## src/rtl/router_ctrl_fsm_n.sv

```systemverilog
// router_ctrl_fsm_n
// Controller FSM for a 1xN packet router. It decodes the header address,
// sequences header/payload/parity loading into the selected output FIFO,
// stalls on FIFO-full, bounds the wait for a busy FIFO to drain, silently
// drops packets with an out-of-range address and honours per-channel soft
// reset.
//
// Ports:
//   clk            rising-edge clock
//   reset          synchronous active-high reset
//   pkt_valid      packet byte valid from source
//   data_in        header address bits, sampled in DECODE_ADDRESS
//   parity_done    parity byte captured by datapath
//   low_pkt_valid  pkt_valid went low during full handling
//   fifo_full      per-channel FIFO full
//   fifo_empty     per-channel FIFO empty
//   soft_reset     per-channel soft reset
//   detect_add .. rst_int_reg, drop_state   one-hot state decodes
//   write_enb_reg  datapath write enable
//   busy           stall request to source
//   ch_sel         one-hot selected channel (0 in DA and DROP)
//   timeout_err    one-cycle pulse on the first DROP cycle after a wait timeout
module router_ctrl_fsm_n #(
    parameter int NUM_CH   = 3,
    parameter int ADDR_W   = 2,
    parameter int WAIT_MAX = 16
) (
    input  logic              clk,
    input  logic              reset,
    input  logic              pkt_valid,
    input  logic [ADDR_W-1:0] data_in,
    input  logic              parity_done,
    input  logic              low_pkt_valid,
    input  logic [NUM_CH-1:0] fifo_full,
    input  logic [NUM_CH-1:0] fifo_empty,
    input  logic [NUM_CH-1:0] soft_reset,
    output logic              detect_add,
    output logic              lfd_state,
    output logic              ld_state,
    output logic              laf_state,
    output logic              full_state,
    output logic              rst_int_reg,
    output logic              write_enb_reg,
    output logic              busy,
    output logic              drop_state,
    output logic [NUM_CH-1:0] ch_sel,
    output logic              timeout_err
);

    localparam int CNT_W = (WAIT_MAX > 0) ? $clog2(WAIT_MAX + 1) : 1;
    localparam logic [CNT_W-1:0] CNT_LAST = CNT_W'((WAIT_MAX > 0) ? WAIT_MAX - 1 : 0);

    typedef enum logic [3:0] {
        DA, LFD, WTE, LD, FFS, LAF, LP, CPE, DROP
    } state_t;

    state_t              state_q, state_d;
    logic [ADDR_W-1:0]   sel_q, sel_d;
    logic [CNT_W-1:0]    cnt_q, cnt_d;
    logic                timeout_q, timeout_d;

    logic [NUM_CH-1:0]   a_oh, sel_oh;
    logic                addr_valid, empty_a, empty_sel, full_sel, soft_sel;

    // One-hot decodes; an out-of-range address yields an all-zero vector,
    // which doubles as the validity check and avoids out-of-range indexing.
    always_comb begin
        a_oh   = '0;
        sel_oh = '0;
        for (int unsigned i = 0; i < NUM_CH; i++) begin
            a_oh[i]   = (data_in == ADDR_W'(i));
            sel_oh[i] = (sel_q == ADDR_W'(i));
        end
    end

    assign addr_valid = |a_oh;
    assign empty_a    = |(fifo_empty & a_oh);
    assign empty_sel  = |(fifo_empty & sel_oh);
    assign full_sel   = |(fifo_full & sel_oh);
    assign soft_sel   = |(soft_reset & sel_oh);

    always_comb begin
        state_d   = state_q;
        sel_d     = sel_q;
        timeout_d = 1'b0;
        case (state_q)
            DA: begin
                if (pkt_valid) begin
                    if (addr_valid) begin
                        sel_d   = data_in;
                        state_d = empty_a ? LFD : WTE;
                    end else begin
                        state_d = DROP;
                    end
                end
            end
            LFD: state_d = LD;
            WTE: begin
                // Empty is checked first so a drain on the last wait cycle still loads.
                if (empty_sel) begin
                    state_d = LFD;
                end else if ((WAIT_MAX != 0) && (cnt_q == CNT_LAST)) begin
                    state_d   = DROP;
                    timeout_d = 1'b1;
                end
            end
            LD: begin
                if (full_sel)       state_d = FFS;
                else if (!pkt_valid) state_d = LP;
            end
            FFS: if (!full_sel) state_d = LAF;
            LAF: begin
                if (parity_done)        state_d = DA;
                else if (low_pkt_valid) state_d = LP;
                else                    state_d = LD;
            end
            LP:   state_d = CPE;
            CPE:  state_d = full_sel ? FFS : DA;
            DROP: if (!pkt_valid) state_d = DA;
            default: state_d = DA;
        endcase

        // Soft reset of the selected channel overrides every transition,
        // including a pending timeout.
        if (soft_sel && (state_q != DA) && (state_q != DROP)) begin
            state_d   = DA;
            timeout_d = 1'b0;
        end
    end

    // Counter rests at zero outside WTE, so it is zero on entry; saturates.
    always_comb begin
        cnt_d = '0;
        if (state_q == WTE) begin
            cnt_d = (cnt_q == '1) ? cnt_q : cnt_q + CNT_W'(1);
        end
    end

    always_ff @(posedge clk) begin
        if (reset) begin
            state_q   <= DA;
            sel_q     <= '0;
            cnt_q     <= '0;
            timeout_q <= 1'b0;
        end else begin
            state_q   <= state_d;
            sel_q     <= sel_d;
            cnt_q     <= cnt_d;
            timeout_q <= timeout_d;
        end
    end

    assign detect_add    = (state_q == DA);
    assign lfd_state     = (state_q == LFD);
    assign ld_state      = (state_q == LD);
    assign laf_state     = (state_q == LAF);
    assign full_state    = (state_q == FFS);
    assign rst_int_reg   = (state_q == CPE);
    assign drop_state    = (state_q == DROP);
    assign write_enb_reg = (state_q == LD) || (state_q == LP) || (state_q == LAF);
    assign busy          = (state_q == LFD) || (state_q == WTE) || (state_q == FFS) ||
                           (state_q == LAF) || (state_q == LP)  || (state_q == CPE);
    assign ch_sel        = ((state_q == DA) || (state_q == DROP)) ? '0 : sel_oh;
    assign timeout_err   = timeout_q;

endmodule

```

## config.mk

```make
export PLATFORM = sky130hd
export DESIGN_NAME = router_ctrl_fsm_n
export DESIGN_NICKNAME = d
export VERILOG_FILES = /design/src/rtl/router_ctrl_fsm_n.sv
export SDC_FILE = /design/constraint.sdc
export NUM_CORES = 1
export LEC_CHECK = 0
export CAP_MARGIN = 40
export CORE_MARGIN = 4
export CORE_UTILIZATION = 50
export DETAILED_ROUTE_END_ITERATION = 7
export GPL_TIMING_DRIVEN = 0
export PLACE_DENSITY = 0.92
export RECOVER_POWER = 25
export SYNTH_ARGS = -nofsm -noshare
export SYNTH_HDL_FRONTEND = slang
export SYNTH_SLANG_ARGS = --single-unit
```

## constraint.sdc

```tcl
create_clock -name clk -period 4.33 [get_ports clk]
set_input_delay 0.866 -clock clk [delete_from_list [all_inputs] [get_ports clk]]
set_output_delay 0.866 -clock clk [all_outputs]
set_load 0.01 [all_outputs]
```

==> results.json, run 1 <==
{
  "outcome": "complete, no violations",
  "syn_avg_cell_area_sq_um": 8.06,
  "slowest_delay_ns": 0.56,
  "cp_slowest_cell": "clkdlybuf4s50_1",
  "grt_pass1_wl_um": 4330,
  "fmax_ghz": 0.354,
  "cts_tree": "built",
  "reg2reg_from": "cnt_q[0]",
  "cp-start-kind": "flop",
  "fin_area_sq_um": 1300,
  "period_needed_ns": 2.83,
  "muxShareOfSynthArea_pct": 7.24,
  "hold_end": "cnt_q[3]",
  "synth_edf_count": 0,
  "rrSetupSlack_ns": 2.73,
  "required_ns": 3.46,
  "layout_worst_path_cycle_share_pct": 65.3,
  "synth_cell_types": 40,
  "clk_pin_slew_ns": 0.06,
  "netlist_instances": 120,
  "whs_path_depth": 2,
  "port-buffer-count": 28,
  "fin_util_pct": 73.0,
  "total_power_mw": 0.555,
  "synthXorXnorAreaFrac_pct": 4.53,
  "nets": 172,
  "hold_viol_final": 0,
  "fp-row-count": 15,
  "wl_um": 2590,
  "grt_max_degree": 11,
  "drive_gt1_share_pct": 9.93,
  "antenna_cells": 0,
  "ys_ff_latch": 12,
  "p_leak_nw": 0.517,
  "hpwl_um": 2060,
  "dpl_worst_slack_ns": 1.82,
  "hp-start": "cnt_q[3]",
  "grt_usage_pct": 20.8,
  "synthTopCellsByArea": "dfxtp_1 25%, nor2_1 7.4%, mux2i_1 7.2%",
  "worst-path-stages": 5,
  "antenna_found_initial": 0,
  "first_pass_iters": 4,
  "place.gp.congestion": 0.825,
  "synthFlopType": "dfxtp_1",
  "cts_root_buf": "clkbuf_4",
  "synth_top_area_share_pct": 24.8,
  "initial_utilization_pct": 54.2,
  "ys_seq_area_share_pct": 24.8,
  "path_cells": "buf_2, xor2_1, nand2_1, a21oi_1, clkdlybuf4s50_1",
  "finalSetupViolCount": 0,
  "synthSimpleGateAreaFrac_pct": 33.4,
  "dieArea_sq_um": 2700,
  "via_count": 1013,
  "setup_slack_ns": 1.50,
  "r2r-end": "state_q[3]",
  "yosysTopAreaCell": "dfxtp_1",
  "clock_latency_ns": 0.27,
  "die_y_um": 52.0,
  "synthesis.area_sq_um": 967,
  "cts_buffer_depth": 2,
  "initialDrtViolationCount": 49,
  "clkSinkCount": 12,
  "yosysWarnings": 0,
  "grt_overflow": 0,
  "path_buf_inv": 2,
  "cts_made_buffers": 3,
  "ant_nets": 0,
  "path_class": "reg2out",
  "placed_cell_area_sq_um": 1280,
  "peakVddDrop_uv": 269,
  "fill_cells": 141,
  "cts_max_level": 1,
  "critPathMaxFanout": 10,
  "grt_pass1_vias": 1003,
  "fin_skew_ns": 0.00695,
  "max_slew.worst_pin.slew_ns": 0.383,
  "rsz0062_at_grt": "no",
  "wl_per_cell_um": 14.7,
  "path_delay_family": "buffers and inverters",
  "io_pins": 29,
  "drc_errors": 0,
  "ctsResizeCount": 0,
  "synth_top_family_by_area": "simple AND/OR/NAND/NOR gates",
  "hold_buffers": 0,
  "syn_to_final_growth_pct": 34.5,
  "drv_cap": 0,
  "maxSlewHeadroom_pct": 74.3,
  "cp-end-kind": "output port",
  "fin_tns_setup_ns": 0,
  "ys_async_sr_fraction_pct": 0,
  "reg2reg_depth": 6,
  "synth_fp_nets": 139,
  "min_path_type": "reg2reg",
  "synth_compound_area_share_pct": 19.5,
  "die_width_um": 52.0,
  "synth_fa_ha_area_share_pct": 3.88,
  "fp.coreArea_sq_um": 1780,
  "routed_via_density": 5.76,
  "power.density_nw_per_um2": 426,
  "slew_violations": 0,
  "post_cts_buffers": 0,
  "critPathArrivalTime_ns": 1.96
}
-- worst max path at each step --
| stage | to | startpoint | slack (ns) |
|---|---|---|---|
| floorplan | write_enb_reg | state_q[2] | 2.42 |
| global placement | write_enb_reg | state_q[2] | 1.85 |
| detailed placement | write_enb_reg | state_q[2] | 1.82 |
| CTS | write_enb_reg | state_q[2] | 1.53 |
| global route | write_enb_reg | state_q[2] | 1.40 |
| finish | write_enb_reg | state_q[2] | 1.50 |
-- synthesized netlist by cell type, types with 2 or more instances --
cell	n
nor2_1	19
nand2b_1	4
a21oi_1	6
dfxtp_1	12
ha_1	3
o21ai_0	2
inv_1	4
and3_1	2
xnor2_1	2
nand3b_1	5
nand2_1	10
o21ai_1	4
nor3_1	5
buf_2	3
xor2_1	3
mux2i_1	7
nor3b_1	3
buf_6	3
a21o_1	2
-- per-stage QoR --
step,hold slack (ns),cells
floorplan,0.472,120
global placement,0.495,173
detailed placement,0.504,173
CTS,0.521,176
global route,0.558,176
finish,0.515,176
-- worst reg2reg max path, delay by kind of cell, from the launching register on --
family,cells,cell delay [ns]
fa+ha+maj,2,0.43
simple gates,2,0.38
mux,1,0.21
compound gates,1,0.18
flops,1,0.34
-- flip-flops by register name (all words and copies together), names as in the netlist --
| signal | flops |
|---|---|
| timeout_err | 1 |
| sel_q | 2 |
| cnt_q | 5 |
| state_q | 4 |
-- layout make-up --
cell class | count | area, sq um | area share, %
tap | 25 | 31.3 | 2.40
sequential | 12 | 240 | 18.5
clock buffer | 3 | 22.5 | 1.73
buffer | 6 | 48.8 | 3.75
timing repair buffer | 28 | 280 | 21.5
inverter | 4 | 15.0 | 1.15
multi-input combinational | 98 | 663 | 51.0
-- power by group --
group | leakage [nW] | switching (mW) | total (mW) | internal [mW]
sequential | 0.0975 | 0.0160 | 0.142 | 0.126
combinational | 0.405 | 0.177 | 0.347 | 0.170
clock | 0.0138 | 0.0331 | 0.0652 | 0.0321
-- placed cells by master (no fill, tap or decap), drive strengths merged, types with 5 or more instances in the layout --
cell type / Yosys / layout
nor3: 5 / 5
buf: 6 / 6
nor2: 19 / 19
dfxtp: 12 / 12
o21ai: 6 / 6
nand2: 10 / 10
clkdlybuf4s50: 0 / 26
a21oi: 7 / 7
mux2i: 7 / 7
nand3b: 5 / 5
-- routing by layer --
metal	track usage (%)	up-vias	share of wire (%)
met3	3.72	5	8.3
met1	23.4	471	40
met5	0	-	0
li1	-	490	-
met4	7.86	0	1.1
met2	38.3	47	51
-- cell families after synthesis --
| logic type | count (synthesis) |
|---|---|
| compound gates | 25 |
| xor+xnor | 5 |
| fa+ha+maj | 3 |
| buf+inv | 10 |
| flops | 12 |
| mux | 7 |
| simple gates | 58 |
Power figures use the tool's default switching activity.
==> run 2, diff against run 1 <==
--- a/config.mk
+++ b/config.mk
@@ -6,11 +6,12 @@
 export NUM_CORES = 1
 export LEC_CHECK = 0
 export CAP_MARGIN = 40
+export CORE_ASPECT_RATIO = 1.5
 export CORE_MARGIN = 4
-export CORE_UTILIZATION = 50
+export CORE_UTILIZATION = 46
 export DETAILED_ROUTE_END_ITERATION = 7
 export GPL_TIMING_DRIVEN = 0
-export PLACE_DENSITY = 0.92
+export PLACE_DENSITY = 0.86
 export RECOVER_POWER = 25
 export SYNTH_ARGS = -nofsm -noshare
 export SYNTH_HDL_FRONTEND = slang
==> constraint.sdc (replaced) <==
create_clock -name clk -period 2.85 [get_ports clk]
set_input_delay 0.57 -clock clk [delete_from_list [all_inputs] [get_ports clk]]
set_output_delay 0.57 -clock clk [all_outputs]
set_load 0.01 [all_outputs]
==> run 2 against run 1 <==
Setup slack worse by 1.2 ns. Via count decreased by 3.3%. First-iteration DRC count decreased by 51%. Largest power group unchanged.
==> results.json, run 2 (same netlist as run 1, synthesis figures left out) <==
{
  "outcome": "complete, no violations",
  "die_y_um": 64.2,
  "top_register": "cnt_q",
  "cp-start-kind": "flop",
  "final-seq-area_sq_um": 240,
  "critPathArrivalTime_ns": 2.01,
  "biggestRegsByFlops": "cnt_q: 5 flops, state_q: 4 flops, sel_q: 2 flops",
  "rsz0062_at_grt": "no",
  "pwr-share-seq_pct": 25.2,
  "grt_max_degree": 11,
  "die_width_um": 45.4,
  "hold_viol_final": 0,
  "rrSetupSlack_ns": 1.09,
  "peakVddDrop_uv": 413,
  "dieArea_sq_um": 2920,
  "grt_overflow": 0,
  "power.switching_mw": 0.334,
  "period_needed_ns": 2.58,
  "multi_input_area_sq_um": 642,
  "antenna_found_initial": 0,
  "final_cell_mix": "28 x clkdlybuf4s50_1, 19 x nor2_1, 12 x dfxtp_1, 10 x nand2_1, 7 x mux2i_1",
  "syn_to_final_growth_pct": 33.2,
  "drive_gt1_share_pct": 8.55,
  "dpl_worst_slack_ns": 0.643,
  "maxSlewHeadroom_pct": 60.5,
  "hp-start": "cnt_q[4]",
  "cts_made_buffers": 3,
  "fp.coreArea_sq_um": 2030,
  "layout_worst_path_cycle_share_pct": 90.6,
  "hold_slack_ns": 0.533,
  "cts_tree": "built",
  "fp-row-count": 20,
  "post_cts_buffers": 0,
  "r2r-end": "state_q[1]",
  "fin_skew_ns": 0.00673,
  "max_slew.worst_pin.slew_ns": 0.587,
  "p_leak_nw": 0.513,
  "via_count": 980,
  "clkSinkCount": 12,
  "cts_buffer_depth": 2,
  "routed_via_density": 5.63,
  "fin_area_sq_um": 1290,
  "power.density_nw_per_um2": 658,
  "place.gp.congestion": 0.773,
  "fin_util_pct": 63.6,
  "antenna_cells": 0,
  "wl_um": 2410,
  "first_pass_iters": 4,
  "reg2reg_depth": 6,
  "drv_cap": 0,
  "io_pins": 29,
  "pwr-share-clk_pct": 16.2,
  "dp.cells": 170,
  "setup_slack_ns": 0.267,
  "largest_reg_flops": 5,
  "cts_root_buf": "clkbuf_4",
  "placed_cell_area_sq_um": 1270,
  "hold_buffers": 0,
  "layout_commonest_cell": "clkdlybuf4s50_1",
  "fmax_ghz": 0.387,
  "power_frac_comb_pct": 58.6,
  "slew_violations": 0,
  "nets": 172,
  "hpwl_um": 1970,
  "switching_share_pct": 39.4,
  "drc_errors": 0,
  "fin_tns_setup_ns": 0,
  "initial_utilization_pct": 47.7,
  "clock_latency_ns": 0.28,
  "hold_end": "cnt_q[4]",
  "initialDrtViolationCount": 24,
  "p_int_mw": 0.514,
  "cp-end-kind": "output port",
  "fill_cells": 171,
  "min_path_type": "reg2reg",
  "critPathMaxFanout": 10,
  "clk_pin_slew_ns": 0.08,
  "ant_nets": 0,
  "path_class": "reg2out",
  "grt_pass1_vias": 1032,
  "cts_max_level": 1,
  "port-buffer-count": 28,
  "startpoint": "state_q[3]",
  "required_ns": 2.28,
  "reg2reg_from": "state_q[3]",
  "ctsResizeCount": 0,
  "grt_pass1_wl_um": 4110,
  "total_power_mw": 0.848,
  "wl_per_cell_um": 13.8,
  "stdcell_count": 174,
  "grt_usage_pct": 18.1,
  "finalSetupViolCount": 0,
  "whs_path_depth": 2
}
-- run 2: cell count changes in the layout (fill, tap and decap cells not counted), sizes merged --
| cell | before | now |
|---|---|---|
| dlygate4sd3 | 2 | 0 |
| clkbuf | 3 | 5 |
| clkdlybuf4s50 | 26 | 28 |
| buf | 6 | 5 |
-- run 2: worst max path at each step --
stage / to / slack (ns) / cells after the start
final: detect_add / 0.27 / 3
after global routing: detect_add / 0.15 / 3
after CTS: write_enb_reg / 0.34 / 5
after detailed placement: write_enb_reg / 0.64 / 5
after global placement: write_enb_reg / 0.68 / 5
after floorplan: write_enb_reg / 1.23 / 4
-- run 2: cell type report --
class,count,share of cell area [%]
buffer,6,3.69
clock buffer,4,2.82
timing repair buffer,28,21.7
tap,22,2.14
sequential,12,18.6
inverter,4,1.17
multi-input combinational,98,49.8
-- run 2: power by group through the flow --
stage / sequential, mW / clock, mW / combinational, mW
floorplan: 0.212 / 0 / 0.354
global placement: 0.217 / 0 / 0.506
detailed placement: 0.218 / 0 / 0.517
CTS: 0.214 / 0.140 / 0.519
global route: 0.218 / 0.145 / 0.546
finish: 0.214 / 0.137 / 0.497
-- run 2: worst max-delay path, stage by stage (launching register included) --
cell and delay (ns):
dfxtp_1 0.36, clkbuf_1 0.23, nor4_1 0.50, clkdlybuf4s50_1 0.65
-- run 2: metal layers --
| metal | wire [um] | track usage (%) |
|---|---|---|
| met5 | 0 | 0 |
| met4 | 63 | 8.79 |
| met3 | 99 | 2.82 |
| met2 | 1320 | 33.4 |
| met1 | 928 | 18.3 |
